`config.mk`:
```
export PLATFORM = sky130hd
export DESIGN_NAME = tx_serializer
export DESIGN_NICKNAME = d
export VERILOG_FILES = /design/src/rtl/noc_pkg.sv /design/src/rtl/tx_serializer.sv
export SDC_FILE = /design/constraint.sdc
export NUM_CORES = 1
export LEC_CHECK = 0
export ABC_AREA = 1
export BUFFER_PORTS_ARGS = -buffer_cell sky130_fd_sc_hd__buf_2
export CAP_MARGIN = 30
export CORE_UTILIZATION = 59
export CTS_CLUSTER_DIAMETER = 150
export DETAILED_ROUTE_END_ITERATION = 6
export GPL_TIMING_DRIVEN = 1
export PLACE_DENSITY = 0.83
export SYNTH_ARGS = -nofsm -noshare
export SYNTH_HDL_FRONTEND = slang
export SYNTH_SLANG_ARGS = --single-unit
```
`constraint.sdc`:
```
create_clock -name clk -period 3 [get_ports clk]
set_clock_uncertainty 0.05 [all_clocks]
set_input_delay 0.9 -clock clk [delete_from_list [all_inputs] [get_ports clk]]
set_output_delay 0.9 -clock clk [all_outputs]
set_load 0.01 [all_outputs]
```
`src/rtl/noc_pkg.sv`:
```
// Shared NoC definitions: flit geometry and the serial transmitter state encoding.
package noc_pkg;

  localparam int PAYLOAD_SIZE = 12;
  localparam int ADDR_SZ      = 4;
  localparam int NUM_NODES    = 16;
  localparam int FLIT_W       = PAYLOAD_SIZE + ADDR_SZ;

  typedef enum logic [1:0] {
    IDLE  = 2'd0,
    ARM   = 2'd1,
    SHIFT = 2'd2,
    STOP  = 2'd3
  } tx_state_t;

  // Destination sits in the low bits so it leaves the serializer first.
  typedef struct packed {
    logic [PAYLOAD_SIZE-1:0] payload;
    logic [ADDR_SZ-1:0]      dest;
  } flit_t;

endpackage

```
`src/rtl/tx_serializer.sv`:
```
// Flit-to-serial transmitter: start bit then DATA_W bits LSB first; frame starts 2 edges after req.
// Holds in ARM while downstream busy=1; tx_busy throttles the source until the frame completes.
module tx_serializer
  import noc_pkg::*;
#(
  parameter int DATA_W = FLIT_W
) (
  input  logic              clk,
  input  logic              reset,
  input  logic              req,
  output logic              tx_busy,
  input  logic              busy,
  input  logic [DATA_W-1:0] data,
  output logic              serial_out,
  output logic              tx_active
);

  localparam int CNT_W = $clog2(DATA_W + 1);
  localparam logic [CNT_W-1:0] LAST_BIT = CNT_W'(DATA_W - 1);

  localparam logic [1:0] ST_IDLE  = 2'(IDLE);
  localparam logic [1:0] ST_ARM   = 2'(ARM);
  localparam logic [1:0] ST_SHIFT = 2'(SHIFT);
  localparam logic [1:0] ST_STOP  = 2'(STOP);

  logic [1:0]        state;
  logic [DATA_W-1:0] shreg;
  logic [CNT_W-1:0]  count;

  always_ff @(posedge clk or posedge reset) begin
    if (reset) begin
      state      <= ST_IDLE;
      shreg      <= '0;
      count      <= '0;
      tx_busy    <= 1'b0;
      serial_out <= 1'b0;
      tx_active  <= 1'b0;
    end else begin
      case (state)
        ST_IDLE: begin
          serial_out <= 1'b0;
          tx_active  <= 1'b0;
          if (req) begin
            shreg   <= data;
            tx_busy <= 1'b1;
            state   <= ST_ARM;
          end
        end
        ST_ARM: begin
          // Downstream busy only gates the start bit; once launched the frame runs to completion.
          if (!busy) begin
            serial_out <= 1'b1;
            tx_active  <= 1'b1;
            count      <= '0;
            state      <= ST_SHIFT;
          end else begin
            serial_out <= 1'b0;
          end
        end
        ST_SHIFT: begin
          serial_out <= shreg[0];
          shreg      <= shreg >> 1;
          count      <= count + CNT_W'(1);
          if (count == LAST_BIT) begin
            state <= ST_STOP;
          end
        end
        ST_STOP: begin
          serial_out <= 1'b0;
          tx_active  <= 1'b0;
          tx_busy    <= 1'b0;
          state      <= ST_IDLE;
        end
        default: begin
          state <= ST_IDLE;
        end
      endcase
    end
  end

endmodule

```
# == Word level (Yosys, flattened, before mapping) ==
# Index checks and enable logic that the tools add are counted.
# Widths: inputs -> output; s select.
# classes
addsub,1
n_eq_ne,7
muxes,14
n_reduce_logical,11
# ops
cell,count
$pmux 16 s2,1
$mux 16,1
$pmux 5 s2,1
$pmux 2 s4,1
$reduce_and 2->1,4
$reduce_bool 2->1,4
$mux 2,3
$ne 2x2->1 const B,3
$add 5x1->5 const B,1
$eq 5x4->1 const B,1
$mux 5,1
$eq 2x2->1 const B,2
$pmux 1 s2,2
$mux 1,3
$pmux 1 s3,1
$reduce_and 3->1,1
$eq 2x1->1 const B,1
$logic_not 2->1,1
$reduce_or 2->1,1
# word_totals
regBits,26
input_bits,20

# == Depth between registers and ports, before layout ==
# Gate-level depths: netlist (run 1).
# logic_depth
word_depth,4
mapped_depth,9
mapped_depth_nobuf,9

# == Worst setup path before layout (run 1) ==
# OpenSTA, ideal clock, no wires.
# synth_timing
kind,input to register
start,in req
end,reg shreg[11]
t_arrival_ns,1.405
setup_slack_ns,1.428
path_stages,7
path_buffers,1
cell_sequence,inv_1 -> nand2_1 -> inv_1 -> nor2_4 -> buf_4 -> nand2_1 -> o21ai_2
# synth_between
elab_chain_cells,2
# synth_rtl
element,line,text
start: declaration,tx_serializer.sv:10,"input logic req,"
$ne 2x2->1 (no source line),--,
$reduce_and 2->1 (no source line),--,
end signal: assignment,tx_serializer.sv:44,shreg <= data;
end signal: assignment,tx_serializer.sv:62,shreg <= shreg >> 1;
end: declaration,tx_serializer.sv:27,logic [DATA_W-1:0] shreg;
# No other way between the ends.
# A chain may end at the register's enable or synchronous reset.

# == Worst setup path after layout (run 1) ==
# layout_timing
start,reg state[0]
end,reg shreg[0]
# layout_between
elab_chain_cells,3
word_cells_on_any_way,6
# layout_rtl
element,line,text
start: declaration,tx_serializer.sv:26,logic [1:0] state;
start signal: assignment,tx_serializer.sv:32,state <= ST_IDLE;
start signal: assignment,tx_serializer.sv:46,state <= ST_ARM;
start signal: assignment,tx_serializer.sv:55,state <= ST_SHIFT;
$eq 2x2->1 / $logic_not 2->1 (equally long branches),tx_serializer.sv:39,case (state)
$reduce_bool 2->1 (no source line) / $ne 2x2->1 (equally long branches),--,
$reduce_and 2->1 (no source line),--,
# Parallel ways exist; a longest one is shown, timed or not.

==> results of run 1 <==
## registers in the layout, summed over array words and instances (netlist names)
signal,flops
serial_out,1
count,5
tx_active,1
shreg,16
tx_busy,1
state,2
## power breakdown
part           switching [W]  total (W)  internal, W  leakage [nW]
registers          0.0000729   0.000586     0.000513         0.326
logic               0.000493   0.000740     0.000247         0.487
clock network       0.000107   0.000181    0.0000742        0.0210
## stage by stage
step	total power, W	std cells	cell area, um^2	setup slack, ps
floorplan	0.00125	175	1400	1430
global placement	0.00128	220	1490	1010
detailed placement	0.00133	220	1490	934
CTS	0.00151	224	1520	1090
global route	0.00164	224	1520	911
finish	0.00151	224	1520	1080
## Yosys cell counts
master and instances:
nand2_1 52, inv_1 31, nor2_4 1, buf_4 2
a21oi_1 4, inv_2 1, o21ai_1 11, o21ai_2 5
dfrtp_1 26, nor2_2 1, nand3_1 5, o22ai_1 1
o21ai_0 19, nor2_1 5, buf_6 4, ha_1 7
## cell type report
class / count / share of cell area
Inverter: 32 / 0.0788
Sequential cell: 26 / 0.427
Timing Repair Buffer: 23 / 0.0772
Tap cell: 28 / 0.0230
Multi-Input combinational cell: 111 / 0.370
Clock buffer: 4 / 0.0238
## metal layers
metal	global-route usage	part of all wire	wire length [um]	up-vias
met4	0.106	0.016	41	0
li1	-	-	-	580
met1	0.278	0.47	1170	489
met2	0.367	0.48	1200	25
met5	0	0	0	-
met3	0.0394	0.032	79	4
## cells by family after synthesis
logic type | Yosys count
compound gates | 40
fa+ha+maj | 7
buf+inv | 38
flops | 26
simple gates | 64
## worst min path at each step
stage,depth (start not counted),slack (ps),end,startpoint
4_1_cts,2,480,count[1],count[1]
3_5_place_dp,2,450,tx_busy,tx_busy
6_report,2,480,tx_busy,tx_busy
2_1_floorplan,2,410,shreg[10],shreg[10]
5_1_grt,2,510,shreg[10],shreg[10]
3_3_place_gp,2,430,tx_busy,tx_busy
## worst max-delay path, stage by stage, from the launching register on
cell	delay (ps)
dfrtp_1	440
inv_1	150
ha_1	350
nor2_2	110
nor2_4	510
o21ai_0	170
==> metrics.cfg, run 1 <==
[timing]
fin_hold_ws_ps = 477
setup-tns-final_ps = 0
finalCriticalPeriod_ps = 1920
slew-limit-headroom = 0.590
worst_pin_slew_ps = 614
slew_violations = 0
hold_violations = 0
finalSetupViolations = 0
rsz0062_at_grt = false
fmax_mhz = 521
final.period_utilization = 0.640

[global_route]
first_global_vias = 999
overflow = 0
grt_pass1_wl_um = 4180
grt_usage = 0.222
antenna_found_initial = 0
grt_max_degree = 32

[routing]
via_count = 1098
drtAntennaViolNets = 0
dr.first_iter.drc_count = 25
drc_errors = 0
routedWlPerCell_um = 11.1
drt_first_pass_iters = 4
viasPerCell = 4.90
wl_um = 2490

[critical_path]
end_kind = flip-flop
rr_endpoint = shreg[0]
crit_fanout = 30
cp.arrival_ps = 2060
crit_path_end = shreg[0]
worstSetupStartpoint = state[0]
start_kind = flip-flop
r2r_setup_slack_ps = 1080
required_ps = 3140
reg2reg_from = state[0]
crit_type = reg -> reg
reg2reg_depth = 5

[place]
numPortBuffers = 22
dp_hpwl_um = 1770
gp_congestion = 0.809

[synth]
syn-num-nets = 202
synth_compound_area_frac = 0.158
syn_area_mm2 = 0.00140
synthTopCellsByArea = dfrtp_1 (47%), nand2_1 (14%), inv_1 (8.3%)
ys_types = 16
ys.warnings.count = 0
synth-simple-area-share = 0.184
synth_mux_area_frac = 0
synthAdderAreaFrac = 0.0628
synth_seq_area_share = 0.466
synth_top_cell_by_area = dfrtp_1
synth_top_family_by_area = simple AND/OR/NAND/NOR gates
synth_xor_area_frac = 0
yosys_register_bits = 26
syn_avg_cell_area_um2 = 7.97
synthCells = 175
synth_top_area_share = 0.466

[pwr]
leakagePower_nw = 0.834
p_per_area_mw_per_mm2 = 989
peakVddDrop_mv = 0.700

[clock_tree]
cts.clk_slew.worst_paths_ps = 150
ctsHoldBuffers = 0
h-tree-depth = 1
cts_sinks = 26
cts_made_buffers = 3
tritoncts = yes
insertion_delay_ps = 320
ctsResizeCount = 0
cts_buffer_depth = 2
cts-root-buf = clkbuf_4
cts_setup_buffers = 0

[floorplan]
die_x_um = 50.6
pin_count = 23
die_y_um = 50.6
core_region_area_mm2 = 0.00221
dieArea_mm2 = 0.00256
initial_core_util = 0.631
num_rows = 17

[layout]
layout.area.seq_um2 = 651
drive_gt1_frac = 0.179
antennaDiodeCount = 0
final_util = 0.689
final_common_cell = nand2_1
syn_to_final_growth_pct = 9.24
multiInputGateArea_um2 = 564
fillerInstances = 196
nNetsFinal = 224
layout_common_cells = nand2_1 (52), inv_1 (31), dfrtp_1 (26)

[min_path]
hold_class = reg -> reg

[flow_run]
max_cap_violations = 0

[outcome]
outcome = finished clean

(Power assumes the default switching activity.)
==> inputs of run 2 (changes only) <==
Settings changed: ABC_AREA 1 to 0, CORE_UTILIZATION 59 to 54, PLACE_DENSITY 0.83 to 0.77.
Clock period 3 ns to 1.9 ns, I/O delays scaled along.
==> run 2 against run 1 <==
Count of clock-buffer cells in the layout unchanged. Clock power increased by 49%. Global-route usage decreased by 1.5 points. Final cell count decreased by 21%. Worst hold slack got worse by 230 ps. Sequential cell count unchanged. Setup slack got worse by 900 ps. Area after synthesis decreased by 6.7%. Power increased by 61%. Utilization decreased by 1.9 points. Critical path type unchanged. Critical endpoint is now state[1]. Largest cell class unchanged. Highest routed layer unchanged.
==> metrics.cfg, run 2 <==
[outcome]
outcome = finished clean

[critical_path]
crit_type = reg -> reg
crit_fanout = 4
reg2reg_from = count[0]
worstSetupStartpoint = count[0]
cp.arrival_ps = 1890
start_kind = flip-flop
required_ps = 2060
end_kind = flip-flop

[global_route]
antenna_found_initial = 0
first_global_vias = 917
grt_pass1_wl_um = 3960
grt_max_degree = 31
overflow = 0
grt_usage = 0.207

[synth]
synthArstFlopShare = 1.00
syn-num-nets = 151
ys.warnings.count = 0
synthTopCellsByArea = dfrtp_1 (50%), mux2i_1 (12%), ha_1 (6.7%)
synth-edff-count = 0
yosys_register_bits = 26
yosys-top-cells-count = dfrtp_1 (26), nand2_1 (18), mux2i_1 (16)
yosysMostFrequentCell = dfrtp_1
syn_avg_cell_area_um2 = 10.5
synth_seq_area_share = 0.500
syn_area_mm2 = 0.00130
synth_top_area_share = 0.500
synth_top_cell_by_area = dfrtp_1
synthCells = 124
synth_flop_cell = dfrtp_1
ys_types = 27

[layout]
final_common_cell = dfrtp_1
layout.area.seq_um2 = 651
multiInputGateArea_um2 = 599
layout_common_cells = dfrtp_1 (26), buf_2 (22), nand2_1 (18)
largest_register_ffs = 16
syn_to_final_growth_pct = 15.0
nNetsFinal = 176
top_regs = shreg: 16 flops, count: 5 flops, state: 2 flops
final_util = 0.670
drive_gt1_frac = 0.223
finalInstanceArea_mm2 = 0.00150
antennaDiodeCount = 0
fillerInstances = 198
top_register = shreg

[place]
gp_congestion = 0.702
place_area_mm2 = 0.00146
dp_hpwl_um = 1630
numPortBuffers = 22

[clock_tree]
cts.clk_slew.worst_paths_ps = 130
ctsHoldBuffers = 0
cts-root-buf = clkbuf_4
cts_made_buffers = 3
tritoncts = yes
cts_setup_buffers = 0
cts_sinks = 26
insertion_delay_ps = 310
h-tree-depth = 1
ctsResizeCount = 0
cts_buffer_depth = 2

[timing]
finalCriticalPeriod_ps = 1720
slew_violations = 0
finalSetupViolations = 0
setup-tns-final_ps = 0
final.period_utilization = 0.906
slew-limit-headroom = 0.736
fin_hold_ws_ps = 243
hold_violations = 0
rsz0062_at_grt = false
fmax_mhz = 581
worst_pin_slew_ps = 394

[pwr]
p_per_area_mw_per_mm2 = 1620
leakagePower_nw = 0.741
peakVddDrop_mv = 1.13

[floorplan]
initial_core_util = 0.583
pin_count = 23
die_x_um = 51.1
num_rows = 17
die_y_um = 51.1
core_region_area_mm2 = 0.00223
dieArea_mm2 = 0.00261

[min_path]
hold_class = in -> async

[routing]
dr.first_iter.drc_count = 13
wl_um = 2230
via_count = 935
drt_first_pass_iters = 4
routedWlPerCell_um = 12.7
drtAntennaViolNets = 0
drc_errors = 0
viasPerCell = 5.31

[flow_run]
max_cap_violations = 0

[run 2: report_power, final]
part | internal, W | leakage (nW) | switching (W)
Sequential | 0.000816 | 0.328 | 0.000157
Clock | 0.000117 | 0.0210 | 0.000152
Combinational | 0.000559 | 0.392 | 0.000623
[run 2: stage by stage]
step | std cells | total power, W | setup WS (ps)
floorplan | 124 | 0.00186 | 276
global placement | 172 | 0.00211 | 241
finish | 176 | 0.00243 | 179
CTS | 176 | 0.00247 | 177
global route | 176 | 0.00265 | 95.8
detailed placement | 172 | 0.00218 | 208
[run 2: final cells by class]
class | instances | share of cell area
Clock buffer | 4 | 0.0242
Timing Repair Buffer | 26 | 0.102
Sequential cell | 26 | 0.435
Multi-Input combinational cell | 86 | 0.401
Inverter | 6 | 0.0151
Tap cell | 28 | 0.0234
[run 2: worst max-delay path: stages, from the launching register on]
cell and delay (ps):
dfrtp_1 440, ha_1 230, and3_1 190, ha_1 170, nand2b_1 140, nand3_1 100
mux2_1 320
[run 2: per-layer routing]
| layer | vias up | part of all wire | track usage | wire length, um |
|---|---|---|---|---|
| met3 | 2 | 0.023 | 0.0357 | 51 |
| met1 | 444 | 0.46 | 0.270 | 1020 |
| met5 | - | 0 | 0 | 0 |
| li1 | 475 | - | - | - |
| met4 | 0 | 0.0076 | 0.0972 | 17 |
| met2 | 14 | 0.51 | 0.333 | 1140 |
[run 2: kinds of logic after synthesis]
| logic type | synth area share |
|---|---|
| compound gates | 0.134 |
| fa+ha+maj | 0.0673 |
| buf+inv | 0.0423 |
| flops | 0.500 |
| mux | 0.140 |
| simple gates | 0.116 |
[run 2: worst paths after layout]
kind | endpoint | slack (ps) | cells after the start
max | state[1] | 180 | 6
max reg2reg | state[1] | 180 | 6
min | shreg[12] | 240 | 3
min reg2reg | shreg[6] | 450 | 2
max in group asynchronous | tx_busy | 1310 | 3
min in group clk | serial_out | 440 | 2
==> inputs of run 3 (changes only) <==
Settings changed: BUFFER_PORTS_ARGS -buffer_cell sky130_fd_sc_hd__buf_2 to not set, CORE_UTILIZATION 54 to 60, DONT_BUFFER_PORTS set to 1, PLACE_DENSITY 0.77 to 0.76.
==> run 3 against run 2 <==
Die area shrank 9.6%. Sequential share of layout area grew 3.5 points. Register-to-register slack is essentially flat. Critical path depth is the same. Non-clock buffer count shrank 22. Maximum frequency shrank 0.39%. Combinational power shrank 5%. Largest power group unchanged. Setup slack lost 6.7 ps. Worst hold slack lost 230 ps. Count of clock-buffer cells in the layout is the same. Sequential cell count is the same.
==> metrics.cfg, run 3 (synthesized netlist as in run 2, its figures left out) <==
[global_route]
grt_pass1_wl_um = 3880
antenna_found_initial = 0
grt_max_degree = 31
overflow = 0
busiest_layer = met2
first_global_vias = 886
grt_usage = 0.213
grt_util_met1 = 0.269
grt_use_met2 = 0.364
use_met3 = 0.0346

[clock_tree]
cts_made_buffers = 3
cts_setup_buffers = 0
cts_sinks = 26
cts_buffer_depth = 2
cts.clk_slew.worst_paths_ps = 140
tritoncts = yes
h-tree-depth = 1
insertion_delay_ps = 320
ctsHoldBuffers = 0
ctsResizeCount = 0
cts-root-buf = clkbuf_4

[critical_path]
required_ps = 2070
reg2reg_from = count[0]
cp.arrival_ps = 1900
reg2reg_depth = 6
end_kind = flip-flop
r2r_setup_slack_ps = 170
start_kind = flip-flop
crit_type = reg -> reg
crit_fanout = 4
rr_endpoint = state[1]
worstSetupStartpoint = count[0]
crit_path_end = state[1]

[floorplan]
die_x_um = 48.6
num_rows = 16
die_y_um = 48.6
pin_count = 23
dieArea_mm2 = 0.00236
initial_core_util = 0.650
core_region_area_mm2 = 0.00200

[layout]
final_common_cell = dfrtp_1
largest_register_ffs = 16
syn_to_final_growth_pct = 6.44
layout_common_cells = dfrtp_1 (26), nand2_1 (18), mux2i_1 (15)
drive_gt1_frac = 0.0873
nNetsFinal = 154
fillerInstances = 170
antennaDiodeCount = 0
top_regs = shreg: 16 flops, count: 5 flops, state: 2 flops
top_register = shreg

[pwr]
leakagePower_nw = 0.653
p_per_area_mw_per_mm2 = 1730
peakVddDrop_mv = 1.04

[routing]
drt_first_pass_iters = 4
dr.first_iter.drc_count = 10
via_count = 873
drtAntennaViolNets = 0
routedWlPerCell_um = 14.1
drc_errors = 0
wl_um = 2160
viasPerCell = 5.71

[timing]
rsz0062_at_grt = false
finalSetupViolations = 0
final.period_utilization = 0.909
fmax_mhz = 579
finalCriticalPeriod_ps = 1730
fin_hold_ws_ps = 12.1
slew_violations = 0
setup-tns-final_ps = 0
slew-limit-headroom = 0.745
hold_violations = 0
worst_pin_slew_ps = 379

[outcome]
outcome = finished clean

[place]
dp_hpwl_um = 1610
numPortBuffers = 0
gp_congestion = 0.832

[min_path]
hold_class = in -> async

[flow_run]
max_cap_violations = 0

run 3: worst min-delay path by stage:
stage,from,end,slack [ps],cells after the start
finish,reset,state[1],10,1
global route,reset,state[1],20,1
CTS,reset,state[1],20,1
detailed placement,reset,shreg[14],390,1
global placement,reset,shreg[14],380,1
floorplan,shreg[1],shreg[1],400,2
run 3: layout make-up:
class | count | area [um^2] | share of cell area
multi-input cells | 86 | 599 | 0.433
repair buffers | 4 | 42.5 | 0.0307
well taps | 27 | 33.8 | 0.0244
inverters | 6 | 22.5 | 0.0163
clock buffers | 4 | 36.3 | 0.0262
flip-flops and latches | 26 | 651 | 0.470
run 3: through the flow:
step	power, W	std cells	worst slack (ps)	utilization	instance area (um^2)
after CTS	0.00241	153	179	0.692	1390
after global routing	0.00261	153	68.3	0.692	1390
after floorplan	0.00186	124	276	-	1300
final	0.00240	153	172	0.692	1390
after detailed placement	0.00214	149	197	0.674	1350
after global placement	0.00206	149	248	0.674	1350
run 3: metal layers:
| metal | vias to the layer above | part of all wire |
|---|---|---|
| met5 | - | 0 |
| met4 | 0 | 0.022 |
| met3 | 5 | 0.032 |
| met2 | 17 | 0.49 |
| met1 | 420 | 0.46 |
| li1 | 431 | - |
run 3: where the power goes:
part           switching, W  internal, W  total (W)
sequential         0.000183     0.000816    0.00100
combinational      0.000592     0.000524    0.00112
clock              0.000163     0.000117   0.000281
total              0.000939      0.00146    0.00240
run 3: critical path: stages, from the launching register on:
cell,delay [ps]
dfrtp_1,430
ha_1,220
and3_1,180
ha_1,170
nand2b_1,140
nand3_1,100
mux2_1,330
